File: config.mk
export PLATFORM = sky130hd
export DESIGN_NAME = seg7_scan_ctrl
export DESIGN_NICKNAME = d
export VERILOG_FILES = /design/src/rtl/seg7_scan_ctrl.sv
export SDC_FILE = /design/constraint.sdc
export NUM_CORES = 1
export LEC_CHECK = 0
export BUFFER_PORTS_ARGS = -buffer_cell sky130_fd_sc_hd__buf_2
export CAP_MARGIN = 20
export CELL_PAD_IN_SITES_DETAIL_PLACEMENT = 0
export CELL_PAD_IN_SITES_GLOBAL_PLACEMENT = 1
export CORE_MARGIN = 2
export CORE_UTILIZATION = 41
export CTS_CLUSTER_DIAMETER = 150
export DETAILED_ROUTE_END_ITERATION = 6
export PLACE_DENSITY_LB_ADDON = 0.1
export SETUP_SLACK_MARGIN = 0.2
export SYNTH_ARGS = -nofsm -noshare
export SYNTH_HDL_FRONTEND = slang
export SYNTH_SLANG_ARGS = --single-unit
File: constraint.sdc
create_clock -name clk_in -period 2.6 [get_ports clk_in]
set_input_delay 0.39 -clock clk_in [delete_from_list [all_inputs] [get_ports clk_in]]
set_output_delay 0.39 -clock clk_in [all_outputs]
set_load 0.01 [all_outputs]
File: src/rtl/seg7_scan_ctrl.sv
// seg7_scan_ctrl: multiplexed seven-segment scan controller with frame-synchronous double buffering (optional macro SEG7_LZ_BLANK_EN enables leading-zero blanking)
module seg7_scan_ctrl #(
    parameter int DIGITS = 8,
    parameter int DIV = 50000
) (
    input  logic                  clk_in,
    input  logic                  reset,
    input  logic                  enable,
    input  logic                  load,
    input  logic [4*DIGITS-1:0]   data,
    input  logic [DIGITS-1:0]     dp_mask,
    output logic [7:0]            o_seg,
    output logic [DIGITS-1:0]     o_sel,
    output logic                  frame_done
);
    localparam int PW = $clog2(DIV);
    localparam int IW = DIGITS > 1 ? $clog2(DIGITS) : 1;

    logic [PW-1:0]       pcnt;
    logic [IW-1:0]       idx;
    logic [4*DIGITS-1:0] pend_data, disp_data;
    logic [DIGITS-1:0]   pend_dp, disp_dp, blank;
    logic                tick, wrap;
    logic [3:0]          nib;
    logic [6:0]          glyph;

    assign tick = enable && pcnt == PW'(DIV - 1);
    assign wrap = tick && idx == IW'(DIGITS - 1);
    assign nib  = disp_data[{idx, 2'b00} +: 4];

    // prescaler and digit index; both freeze while enable is low
    always_ff @(posedge clk_in) begin
        if (reset) begin
            pcnt <= '0;
            idx  <= '0;
        end else if (tick) begin
            pcnt <= '0;
            idx  <= wrap ? '0 : idx + IW'(1);
        end else if (enable) begin
            pcnt <= pcnt + PW'(1);
        end
    end

    // pending buffer takes every load; display is refreshed only at frame wrap, bypassing a same-cycle load
    always_ff @(posedge clk_in) begin
        if (reset) begin
            pend_data <= '0;
            pend_dp   <= '0;
            disp_data <= '0;
            disp_dp   <= '0;
        end else begin
            if (load) begin
                pend_data <= data;
                pend_dp   <= dp_mask;
            end
            if (wrap) begin
                disp_data <= load ? data : pend_data;
                disp_dp   <= load ? dp_mask : pend_dp;
            end
        end
    end

    // hex nibble to active-low g..a segment pattern
    always_comb begin
        glyph = 7'h7F;
        case (nib)
            4'h0: glyph = 7'h40;
            4'h1: glyph = 7'h79;
            4'h2: glyph = 7'h24;
            4'h3: glyph = 7'h30;
            4'h4: glyph = 7'h19;
            4'h5: glyph = 7'h12;
            4'h6: glyph = 7'h02;
            4'h7: glyph = 7'h78;
            4'h8: glyph = 7'h00;
            4'h9: glyph = 7'h10;
            4'hA: glyph = 7'h08;
            4'hB: glyph = 7'h03;
            4'hC: glyph = 7'h46;
            4'hD: glyph = 7'h21;
            4'hE: glyph = 7'h06;
            default: glyph = 7'h0E;
        endcase
    end

    // blank mask: a digit is blanked when it and every more-significant nibble is zero (digit 0 never)
    always_comb begin
        blank = '0;
`ifdef SEG7_LZ_BLANK_EN
        begin
            logic z;
            z = 1'b1;
            for (int i = DIGITS - 1; i > 0; i--) begin
                z = z && disp_data[4*i +: 4] == 4'h0;
                blank[i] = z;
            end
        end
`endif
    end

    // registered drive of segments, select and frame pulse
    always_ff @(posedge clk_in) begin
        if (reset) begin
            o_seg      <= 8'hFF;
            o_sel      <= '1;
            frame_done <= 1'b0;
        end else begin
            o_seg      <= enable ? {~disp_dp[idx], blank[idx] ? 7'h7F : glyph} : 8'hFF;
            o_sel      <= enable ? ~(DIGITS'(1) << idx) : '1;
            frame_done <= wrap;
        end
    end
endmodule

* After elaboration in Yosys (flattened, before gate mapping)
Memory sizes are Yosys's and may differ from the RTL's. A register that Yosys moved wholly into a read port is not among the register bits. Index checks and enable logic that the tools add are counted.
Word-level totals: memory bits (read-only) 120, bits of input ports 44, memories 2, flip-flop bits (word level) 109, output and inout bits 17
Memories:
- (name not given) | words 16, width 7, read ports 1, clocked after memory_dff 1, wr ports 0, line 66 | case (nib)
- (name not given) | words 8, width 1, read ports 1, clocked after memory_dff 1, wr ports 0, line 108 | o_seg <= enable ? {~disp_dp[idx], blank[idx] ? 7'h7F : glyph} : 8'hFF;
Operators by class: muxes and demuxes 8, equal/unequal tests 2, shift operators 2, bitwise operators 3, reduce and logical (&&, ||, !) cells 5, $add $sub $neg 2, order comparisons 1
Operators with widths (count):
- 32-bit 2-to-1 mux | 1
- 32-bit by 6-bit indexed part select with 4-bit output | 1
- 16-bit by 1-bit adder with 16-bit output (second input constant) | 1
- 16-bit equality test (second input constant) | 1
- 3-bit 2-to-1 mux | 3
- 8-bit 2-to-1 mux | 1
- 8-bit inverter | 1
- 1-bit by 3-bit << shifter with 8-bit output (first input constant) | 1
- 3-bit by 4-bit less-than comparator with 1-bit output (second input constant) | 1
- 2-bit OR reduction | 2
- 3-bit by 1-bit adder with 3-bit output (second input constant) | 1
- 1-bit binary-select mux with 3-bit select | 1
- 3-bit equality test (second input constant) | 1
- 3-bit OR reduction | 1
- 1-bit logical AND | 2
- 1-bit 2-to-1 mux | 2
- 1-bit inverter | 2

* Logic depth before layout (Yosys ltp)
Gate-level depths: netlist (run 1).
depth after elaboration 6, depth in mapped cells 10, mapped depth without buffers 8

* Worst setup path before layout (run 1)
Ideal clock, no wire load.
path kind reg-to-reg, start register idx[0], end register o_seg[6], cell stages (with the launch flop) 11, period minus slack after synthesis 2.595 ns, path slack 0.005 ns, data required time 2.478 ns, arrival time 2.473 ns, path through dfxtp_1 -> buf_2 -> buf_2 -> mux4_2 -> mux2i_1 -> inv_1 -> ha_1 -> inv_1 -> nor3_1 -> a21o_1 -> a221o_1
On the way: longest elaborated chain between the ends 1
Ends and longest elaborated chain:
- start: declaration | line 20 | logic [IW-1:0] idx;
- start signal: assignment | line 38 | idx <= wrap ? '0 : idx + IW'(1);
- 32-bit by 6-bit indexed part select with 4-bit output | line 29 | assign nib = disp_data[{idx, 2'b00} +: 4];
- end: declaration | line 12 | output logic [7:0] o_seg,
Every way passes these cells. A chain may end at the register's enable or synchronous reset.

* Worst setup path after layout (run 1)
Same ends and word-level chain as after synthesis.

==> results of run 1 <==
kinds of logic after synthesis:
kind of cell               after synthesis  synth area share
adders and majority gates               12           0.03090
xor gates and xnor gates                15           0.02703
DFF                                    116            0.4779
buffers and inverters                   40           0.03682
and+or+nand+nor                        159            0.1506
AOI/OAI and AO/OA                       62            0.1341
muxes                                   59            0.1426
report_power, final:
| group | switching, W | leakage [nW] | total, W | internal (W) |
|---|---|---|---|---|
| Sequential | 0.0000133 | 0.946 | 0.00184 | 0.00182 |
| Combinational | 0.000120 | 1.14 | 0.000203 | 0.0000829 |
| Clock | 0.000783 | 0.270 | 0.00215 | 0.00137 |
| Total | 0.000916 | 2.36 | 0.00419 | 0.00328 |
critical path, stage by stage, from the launching register on:
cell	delay, ns
sky130_fd_sc_hd__dfxtp_4	0.42
sky130_fd_sc_hd__mux4_2	0.55
sky130_fd_sc_hd__mux2i_4	0.24
sky130_fd_sc_hd__inv_1	0.12
sky130_fd_sc_hd__ha_1	0.21
sky130_fd_sc_hd__inv_1	0.09
sky130_fd_sc_hd__nor3_1	0.07
sky130_fd_sc_hd__a21o_1	0.16
sky130_fd_sc_hd__a221o_1	0.28
placed cells by master (no fill, tap or decap), types with 3 or more instances in the layout:
master and n:
sky130_fd_sc_hd__inv_1 6, sky130_fd_sc_hd__buf_4 11, sky130_fd_sc_hd__a21oi_1 5, sky130_fd_sc_hd__clkbuf_8 3, sky130_fd_sc_hd__nor2b_1 4, sky130_fd_sc_hd__nand3_1 5, sky130_fd_sc_hd__and4_1 3, sky130_fd_sc_hd__ha_1 12
sky130_fd_sc_hd__o21ai_0 3, sky130_fd_sc_hd__nor2_1 106, sky130_fd_sc_hd__and3_1 4, sky130_fd_sc_hd__xor2_1 13, sky130_fd_sc_hd__buf_12 3, sky130_fd_sc_hd__clkbuf_16 17, sky130_fd_sc_hd__dfxtp_1 114, sky130_fd_sc_hd__mux4_2 8
sky130_fd_sc_hd__clkinv_2 6, sky130_fd_sc_hd__nand4_1 5, sky130_fd_sc_hd__a211oi_2 39, sky130_fd_sc_hd__clkinvlp_4 3, sky130_fd_sc_hd__buf_2 59, sky130_fd_sc_hd__mux2i_1 47, sky130_fd_sc_hd__a221o_1 3, sky130_fd_sc_hd__nand2_1 18
routing by layer:
metal	wire length (µm)	part of all wire	up-vias	GRT usage
met5	0	0	-	0
met4	172	0.017	0	0.07724
met3	370	0.037	16	0.05196
met2	4424	0.44	71	0.2594
met1	5032	0.50	1554	0.2317
li1	-	-	1743	-
cell type report:
class | count | share of cell area
well taps | 143 | 0.03023
flip-flops and latches | 116 | 0.3932
multi-input cells | 307 | 0.4027
clock inverters | 10 | 0.01395
inverters | 7 | 0.004440
clock buffers | 21 | 0.07949
repair buffers | 74 | 0.07590
cell usage after synthesis, drive strengths merged, types with 4 or more instances:
cell type	instances	area, µm²
nand4	5	31.28
mux2i	49	490.5
dfxtp	116	2322
a21oi	5	25.02
ha	12	150.1
mux4	8	180.2
nand2	18	67.56
nor2	107	409.1
buf	17	92.58
xor2	13	113.9
inv	6	22.52
and3	4	25.02
nand3	5	25.02
a211oi	40	495.5
nor2b	4	25.02
clkbuf	16	60.06
flip-flops by register name (all words and copies together) (netlist names):
register / cells
frame_done: 1
disp_dp: 8
pend_dp: 8
pcnt: 16
disp_data: 32
o_seg: 8
o_sel: 8
idx: 3
pend_data: 32
how the worst max path moves through the flow:
stage | startpoint | to | depth (start not counted)
after floorplan | idx[0] | o_seg[6] | 10
after global placement | idx[0] | o_seg[6] | 8
after detailed placement | idx[0] | o_seg[6] | 8
after CTS | idx[0] | o_seg[6] | 8
after global routing | idx[0] | o_seg[6] | 8
final | idx[0] | o_seg[6] | 8
stage by stage:
stage	std cells	area, µm²
6_report	678	5918
5_1_grt	678	5918
4_1_cts	678	5911
3_5_place_dp	647	5356
3_3_place_gp	647	5356
2_1_floorplan	463	4887
==> reports/results.ini, run 1 <==
[run_status]
run_status=complete, but fails checks
failed_checks=design-rule violations

[floorplanning]
design.portCount=61
chipHeight_um=112.9
die-area_um2=12740
die_w_um=112.9
core-area_um2=11520
fp-row-count=39
initial_cell_density_of_the_core=0.4220

[place]
post-place-ws_ns=0.1469
io_buffer_count=60
dp.final_hpwl_um=6927
gpl.final_weighted_congestion=0.8241

[sta]
rsz0062_at_grt=false
timing.slew.headroom=0.6892
finClkSkew_ns=0.005468
drv_slew=0
period_needed_ns=2.243
timing_worst_slew_pin_value_ns=0.4662
min_period_over_period=0.8629
max_freq_mhz=445.7
finalHoldViolations=0
setup-violations-final=0
layout_setup_ws_ns=0.3565
totalNegativeSetupSlack_ns=0
hold_ws_ns=0.1990

[critical_path]
r2r.worst_path.cells=8
critical_path.reg2reg.startpoint=idx[0]
cp-start-kind=flop
data_required_time_at_the_worst_endpoint_ns=2.90
cp_max_fo=8
crit_path_dat_ns=2.54
critical_path.endpoint_type=flop
r2r_slack_ns=0.36
timing.rr.end=o_seg[6]
setup.worst_path.class=reg -> reg

[clock_tree]
cts_made_buffers=17
cts.path.max_buffers=2
cts_tree=built
tritoncts_num_sinks=116
cts.hold.buffers_added=0
clk-insertion-delay-late_ns=0.41
post_cts_resized=1
post-cts-setup-buffers=0
clk_pin_slew_ns=0.05
buffer_type_at_the_clock_tree_root=sky130_fd_sc_hd__clkbuf_16
ctsHtreeMaxLevel=4

[yosys]
synth_async_sr_flop_share=0
yosysSeqAreaShare=0.4779
synth.cell_area_um2=4860
synth.yosys.warnings=0
synth-edff-count=0
mappedNetlistNets=519
synth.avg_cell_area_um2=10.50
postSynth.topFlopCell=sky130_fd_sc_hd__dfxtp_1
ys_seq_elements=116
netlist-cell-type-count=47
netlist_instances=463

[power_and_ir_drop]
ir_worst_vdd_mv=0.3023
leakage_nw=2.361
post-layout-total-power_w=0.004193
cellPowerDensity_nw_per_um2=708.4

[cells_and_area]
finish.net_count=579
final_core_util=0.5139
fillerInstances=1106
multi_input_comb_area_um2=2384
insertedDiodeCount=0
synthToLayoutAreaGrowth_pct=21.78
seq_area_um2=2327
final_layout_size_suffix_gt1_frac=0.3047

[hold_path]
worst_hold_startpoint=reset
holdPathStages=2
hold_path.class=in -> reg
worstHoldEndpoint=idx[1]

[global_route]
grt_antenna_before_repair=0
grt_pass1_vias=3388
track_usage=0.1731
grt_first_pass_wirelength_um=16980
globalRoute.totalOverflow=0
pin_count_of_the_biggest_net_entering_global_routing=84

[run]
max_cap_viol_count=0

[route]
vias=3384
avgViaCountPerCell=4.991
firstDrtPassIters=6
drt.antenna.violating_nets=0
route.detailed.drc=7
drt_initial_violations=189
route.detailed.wl_per_inst_um=14.75
drt_wl_total_um=9998

Power figures use the tool's default switching activity.
==> run 2, diff against run 1 <==
CORE_MARGIN = 1.5   (was 2)
CORE_UTILIZATION = 42   (was 41)
CTS_BUF_LIST = sky130_fd_sc_hd__clkbuf_4   (was not set)
==> run 2 against run 1 <==
Against the previous run:
- the run now ends clean
- largest power group is now registers
- clock skew increased by 0.013 ns
- flip-flop and latch count unchanged
- critical path type unchanged
- die area decreased by 4.0%
==> reports/results.ini, run 2 (synthesis gave the netlist of run 1 again) <==
[place]
post-place-ws_ns=0.2629  ; was 0.1469 ns
gpl.final_weighted_congestion=0.8536  ; was 0.8241
dp.final_hpwl_um=6989  ; was 6927 µm
io_buffer_count=60  ; unchanged
place_inst=643  ; was 647

[cells_and_area]
post_layout_nonfiller_instances=682  ; was 678
final_layout_size_suffix_gt1_frac=0.3024  ; was 0.3047
most_frequent_standard_cell_in_the_layout_excluding_fill_and_tap_cells=sky130_fd_sc_hd__dfxtp_1  ; unchanged
insertedDiodeCount=0  ; unchanged
fillerInstances=1065  ; was 1106
synthToLayoutAreaGrowth_pct=17.56  ; was 21.78%
multi_input_comb_area_um2=2384  ; unchanged
layout.cells.most_common_list=sky130_fd_sc_hd__dfxtp_1 (114), sky130_fd_sc_hd__nor2_1 (106), sky130_fd_sc_hd__buf_2 (59)  ; unchanged
reg_top3=disp_data x32, pend_data x32, pcnt x16  ; unchanged
final_core_util=0.5025  ; was 0.5139
seq_area_um2=2325  ; was 2327 µm²
finish.net_count=582  ; was 579

[sta]
layout_setup_ws_ns=0.2959  ; was 0.3565 ns
totalNegativeSetupSlack_ns=0  ; unchanged
period_needed_ns=2.304  ; was 2.243 ns
finalHoldViolations=0  ; unchanged
min_period_over_period=0.8862  ; was 0.8629
max_freq_mhz=434.0  ; was 445.7 MHz
timing.slew.headroom=0.4792  ; was 0.6892
drv_slew=0  ; unchanged
setup-violations-final=0  ; unchanged
rsz0062_at_grt=false  ; unchanged
finClkSkew_ns=0.01822  ; was 0.005468 ns
timing_worst_slew_pin_value_ns=0.7812  ; was 0.4662 ns

[route]
avgViaCountPerCell=5.095  ; was 4.991
drt.antenna.violating_nets=0  ; unchanged
route.detailed.drc=0  ; was 7
firstDrtPassIters=4  ; was 6
vias=3475  ; was 3384
route.detailed.wl_per_inst_um=15.26  ; was 14.75 µm
drt_wl_total_um=10400  ; was 9998 µm
drt_initial_violations=159  ; was 189

[global_route]
track_usage=0.1780  ; was 0.1731
pin_count_of_the_biggest_net_entering_global_routing=60  ; was 84
globalRoute.totalOverflow=0  ; unchanged
grt_antenna_before_repair=0  ; unchanged
grt_pass1_vias=3421  ; was 3388
grt_first_pass_wirelength_um=17060  ; was 16980 µm

[critical_path]
cp-start-kind=flop  ; unchanged
crit_path_dat_ns=2.73  ; was 2.54 ns
data_required_time_at_the_worst_endpoint_ns=3.02  ; was 2.90 ns
cp_max_fo=11  ; was 8
critical_path.endpoint_type=flop  ; unchanged
setup.worst_path.class=reg -> reg  ; unchanged

[hold_path]
hold_path.class=in -> reg  ; unchanged

[clock_tree]
tritoncts_num_sinks=116  ; unchanged
ctsHtreeMaxLevel=4  ; unchanged
clk_pin_slew_ns=0.11  ; was 0.05 ns
clk-insertion-delay-late_ns=0.54  ; was 0.41 ns
buffer_type_at_the_clock_tree_root=sky130_fd_sc_hd__clkbuf_4  ; was sky130_fd_sc_hd__clkbuf_16
cts.hold.buffers_added=0  ; unchanged
cts_tree=built  ; unchanged
cts.path.max_buffers=2  ; unchanged
cts_made_buffers=17  ; unchanged

[power_and_ir_drop]
leakage_nw=2.265  ; was 2.361 nW
ir_worst_vdd_mv=0.2928  ; was 0.3023 mV
cellPowerDensity_nw_per_um2=607.9  ; was 708.4 nW/µm²

[floorplanning]
die_w_um=110.6  ; was 112.9 µm
initial_cell_density_of_the_core=0.4274  ; was 0.4220
core-area_um2=11370  ; was 11520 µm²
fp-row-count=39  ; unchanged
die-area_um2=12220  ; was 12740 µm²
chipHeight_um=110.6  ; was 112.9 µm
design.portCount=61  ; unchanged

[run]
max_cap_viol_count=0  ; unchanged

[run_status]
run_status=completed  ; was complete, but fails checks

[run 2: path summary, 6_finish.rpt]
kind	slack (ns)	start	depth (start not counted)	to
hold / removal	0.12	data[31]	3	pend_data[31]
hold reg to reg	0.51	disp_dp[7]	2	disp_dp[7]
setup reg to reg	0.30	idx[0]	9	o_seg[6]
setup / recovery	0.30	idx[0]	9	o_seg[6]
[run 2: power by group]
part           total, W  switching, W  internal, W
sequential      0.00183     0.0000138      0.00182
combinational  0.000195      0.000117    0.0000780
clock           0.00144      0.000679     0.000764
total           0.00347      0.000810      0.00266
[run 2: worst max-delay path: stages, from the launching register on]
cell and delay [ns]:
sky130_fd_sc_hd__dfxtp_2 0.36, sky130_fd_sc_hd__buf_12 0.15, sky130_fd_sc_hd__mux4_2 0.54, sky130_fd_sc_hd__mux2i_4 0.21, sky130_fd_sc_hd__inv_1 0.11, sky130_fd_sc_hd__ha_1 0.20
sky130_fd_sc_hd__inv_1 0.09, sky130_fd_sc_hd__nor3_1 0.07, sky130_fd_sc_hd__a21o_1 0.17, sky130_fd_sc_hd__a221o_1 0.28
[run 2: repair_timing]
item                                    in CTS  in global routing
buffers inserted                             0                  6
endpoints found under the setup margin       0                 40
hold endpoints to repair                     0                  0
gates resized for setup                      0                  4
[run 2: layout make-up]
type | count | share of cell area
Multi-Input combinational cell | 307 | 0.4172
Sequential cell | 116 | 0.4069
Timing Repair Buffer | 77 | 0.08629
Tap cell | 143 | 0.03132
Clock inverter | 13 | 0.02869
Clock buffer | 19 | 0.02497
Inverter | 7 | 0.004599
[run 2: metal layers]
| layer | vias up | GRT usage | part of all wire |
|---|---|---|---|
| met2 | 78 | 0.2695 | 0.45 |
| met4 | 0 | 0.07778 | 0.018 |
| met5 | - | 0 | 0 |
| met3 | 12 | 0.05434 | 0.040 |
| li1 | 1749 | - | - |
| met1 | 1636 | 0.2349 | 0.49 |
[run 2: through the flow]
step / power (W) / cell area (µm²) / hold WS (ns)
final: 0.003473 / 5713 / 0.1183
after global routing: 0.003628 / 5713 / 0.09806
after CTS: 0.003520 / 5633 / 0.08234
after detailed placement: 0.002075 / 5326 / 0.4976
after global placement: 0.002070 / 5326 / 0.4880
after floorplan: 0.002005 / 4887 / 0.4564
==> run 3, diff against run 2 <==
CORE_UTILIZATION = 51   (was 42)
clock period = 2.8 ns   (was 2.6 ns; I/O delays follow)
==> run 3 against run 2 <==
Against the previous run:
- fmax down 4.0%
- combinational power down 9%
- power down 12%
- clock skew up 0.00090 ns
- critical path type unchanged
- routed wire length down 13%
- clock power down 17%
==> reports/results.ini, run 3 (synthesis gave the netlist of run 1 again) <==
[clock_tree]
post-cts-setup-buffers=0  ; unchanged
cts_made_buffers=17  ; unchanged
tritoncts_num_sinks=116  ; unchanged
clk-insertion-delay-late_ns=0.49  ; was 0.54 ns
cts.path.max_buffers=2  ; unchanged
clk_pin_slew_ns=0.11  ; about the same
cts_tree=built  ; unchanged
buffer_type_at_the_clock_tree_root=sky130_fd_sc_hd__clkbuf_4  ; unchanged
ctsHtreeMaxLevel=4  ; unchanged

[sta]
min_period_over_period=0.8575  ; was 0.8862
rsz0062_at_grt=false  ; unchanged
totalNegativeSetupSlack_ns=0  ; unchanged
timing.slew.headroom=0.5501  ; was 0.4792
setup-violations-final=0  ; unchanged
finalHoldViolations=0  ; unchanged
hold_ws_ns=0.1992  ; was 0.1183 ns
layout_setup_ws_ns=0.3990  ; was 0.2959 ns
finClkSkew_ns=0.01912  ; was 0.01822 ns
timing_worst_slew_pin_value_ns=0.6749  ; was 0.7812 ns
max_freq_mhz=416.5  ; was 434.0 MHz
drv_slew=0  ; unchanged
period_needed_ns=2.401  ; was 2.304 ns

[critical_path]
cp_slowest_stage_delay_ns=0.60  ; was 0.54 ns
critical_path.slowest_cell=sky130_fd_sc_hd__or4_4  ; was sky130_fd_sc_hd__mux4_2
worstPathCellList=ha_1, nand4_1, or4_4, nor2_4, buf_12, nor2_1, a211oi_2  ; was buf_12, mux4_2, mux2i_4, inv_1, ha_1, inv_1, nor3_1, a21o_1, a221o_1
setup.worst_path.class=reg -> reg  ; unchanged
data_required_time_at_the_worst_endpoint_ns=3.21  ; was 3.02 ns
critical_path.n_buffers_inverters=1  ; was 3
critical_path.endpoint_type=flop  ; unchanged
critical_path.top_delay_family=simple AND/OR/NAND/NOR gates  ; was multiplexers
crit_path_dat_ns=2.81  ; was 2.73 ns
cp-start-kind=flop  ; unchanged
cp_max_fo=81  ; was 11

[run]
max_cap_viol_count=0  ; unchanged

[route]
firstDrtPassIters=5  ; was 4
vias=3355  ; was 3475
drt_initial_violations=136  ; was 159
drt.antenna.violating_nets=0  ; unchanged
drt_wl_total_um=9044  ; was 10400 µm
route.detailed.drc=0  ; unchanged
avgViaCountPerCell=5.091  ; was 5.095
route.detailed.wl_per_inst_um=13.72  ; was 15.26 µm

[place]
gpl.final_weighted_congestion=0.8745  ; was 0.8536
io_buffer_count=60  ; unchanged
place_inst=627  ; was 643
post-place-ws_ns=0.4068  ; was 0.2629 ns
dp.final_hpwl_um=6131  ; was 6989 µm
dpl_cell_area_um2=5244  ; was 5326 µm²

[power_and_ir_drop]
swShare=0.2513  ; was 0.2332
p_sw_w=0.0007718  ; was 0.0008099 W
leakage_nw=2.210  ; was 2.265 nW
p_seq_frac=0.555  ; was 0.528
p_comb_frac=0.058  ; was 0.056
ir_worst_vdd_mv=0.3110  ; was 0.2928 mV
clock_network_power_share=0.388  ; was 0.416
cell_internal_pwr_w=0.002299  ; was 0.002663 W
cellPowerDensity_nw_per_um2=555.6  ; was 607.9 nW/µm²

[floorplanning]
chipHeight_um=100.6  ; was 110.6 µm
core-area_um2=9240  ; was 11370 µm²
die-area_um2=10120  ; was 12220 µm²
initial_cell_density_of_the_core=0.5259  ; was 0.4274
die_w_um=100.6  ; was 110.6 µm
design.portCount=61  ; unchanged
fp-row-count=35  ; was 39

[global_route]
pin_count_of_the_biggest_net_entering_global_routing=82  ; was 60
grt_first_pass_wirelength_um=15190  ; was 17060 µm
globalRoute.totalOverflow=0  ; unchanged
grt_pass1_vias=3200  ; was 3421
track_usage=0.1924  ; was 0.1780
grt_antenna_before_repair=0  ; unchanged

[cells_and_area]
fin_area_um2=5528  ; was 5713 µm²
post_layout_nonfiller_instances=659  ; was 682
synthToLayoutAreaGrowth_pct=13.75  ; was 17.56%
most_frequent_standard_cell_in_the_layout_excluding_fill_and_tap_cells=sky130_fd_sc_hd__dfxtp_1  ; unchanged
final_layout_size_suffix_gt1_frac=0.2906  ; was 0.3024
reg_top3=disp_data x32, pend_data x32, pcnt x16  ; unchanged
finish.net_count=573  ; was 582
layout.cells.most_common_list=sky130_fd_sc_hd__dfxtp_1 (115), sky130_fd_sc_hd__nor2_1 (106), sky130_fd_sc_hd__buf_2 (59)  ; was sky130_fd_sc_hd__dfxtp_1 (114), sky130_fd_sc_hd__nor2_1 (106), sky130_fd_sc_hd__buf_2 (59)
insertedDiodeCount=0  ; unchanged

[run_status]
run_status=completed  ; unchanged

[hold_path]
hold_path.class=in -> reg  ; unchanged

==> run 3: tightest hold or removal path: stages <==
cell and delay, ns:
sky130_fd_sc_hd__buf_2 0.08, sky130_fd_sc_hd__mux2i_1 0.08, sky130_fd_sc_hd__nor2_1 0.08
==> run 3: power groups by stage <==
| stage | Sequential, W | Combinational, W | Clock, W |
|---|---|---|---|
| floorplan | 0.00174 | 0.000120 | 0 |
| global placement | 0.00174 | 0.000177 | 0 |
| detailed placement | 0.00174 | 0.000180 | 0 |
| CTS | 0.00170 | 0.000180 | 0.00123 |
| global route | 0.00171 | 0.000198 | 0.00130 |
| finish | 0.00170 | 0.000177 | 0.00119 |
==> run 3: layout make-up <==
class / count / area, µm²
clock buffer: 17 / 127.6
clock inverter: 15 / 155.1
fill: 795 / 3712
inverter: 7 / 26.28
multi-input combinational: 307 / 2359
sequential: 116 / 2323
tap: 129 / 161.4
timing repair buffer: 68 / 375.4
==> run 3: what timing repair did <==
action | 4_1_cts | 5_1_grt
setup endpoints to repair | 0 | 1
resized for setup | 0 | 1
hold buffers | 0 | 0
==> run 3: metal layers <==
metal / share of wire / track usage / up-vias
li1: - / - / 1721
met1: 0.50 / 0.2568 / 1549
met2: 0.46 / 0.3046 / 78
met3: 0.038 / 0.04230 / 7
met4: 0.0079 / 0.07584 / 0
met5: 0 / 0 / -
==> run 3: worst paths after layout <==
check	startpoint	slack, ns	endpoint	cells past startpoint
setup / recovery	pcnt[0]	0.40	disp_data[19]	7
hold / removal	dp_mask[2]	0.20	pend_dp[2]	3
setup reg to reg	pcnt[0]	0.40	disp_data[19]	7
hold reg to reg	pend_data[30]	0.52	pend_data[30]	2
==> run 3: stage by stage <==
step           utilization  power, W
2_1_floorplan            -  0.001862
3_3_place_gp        0.5675  0.001918
3_5_place_dp        0.5675  0.001922
4_1_cts             0.5981  0.003116
5_1_grt             0.5982  0.003210
6_report            0.5982  0.003071
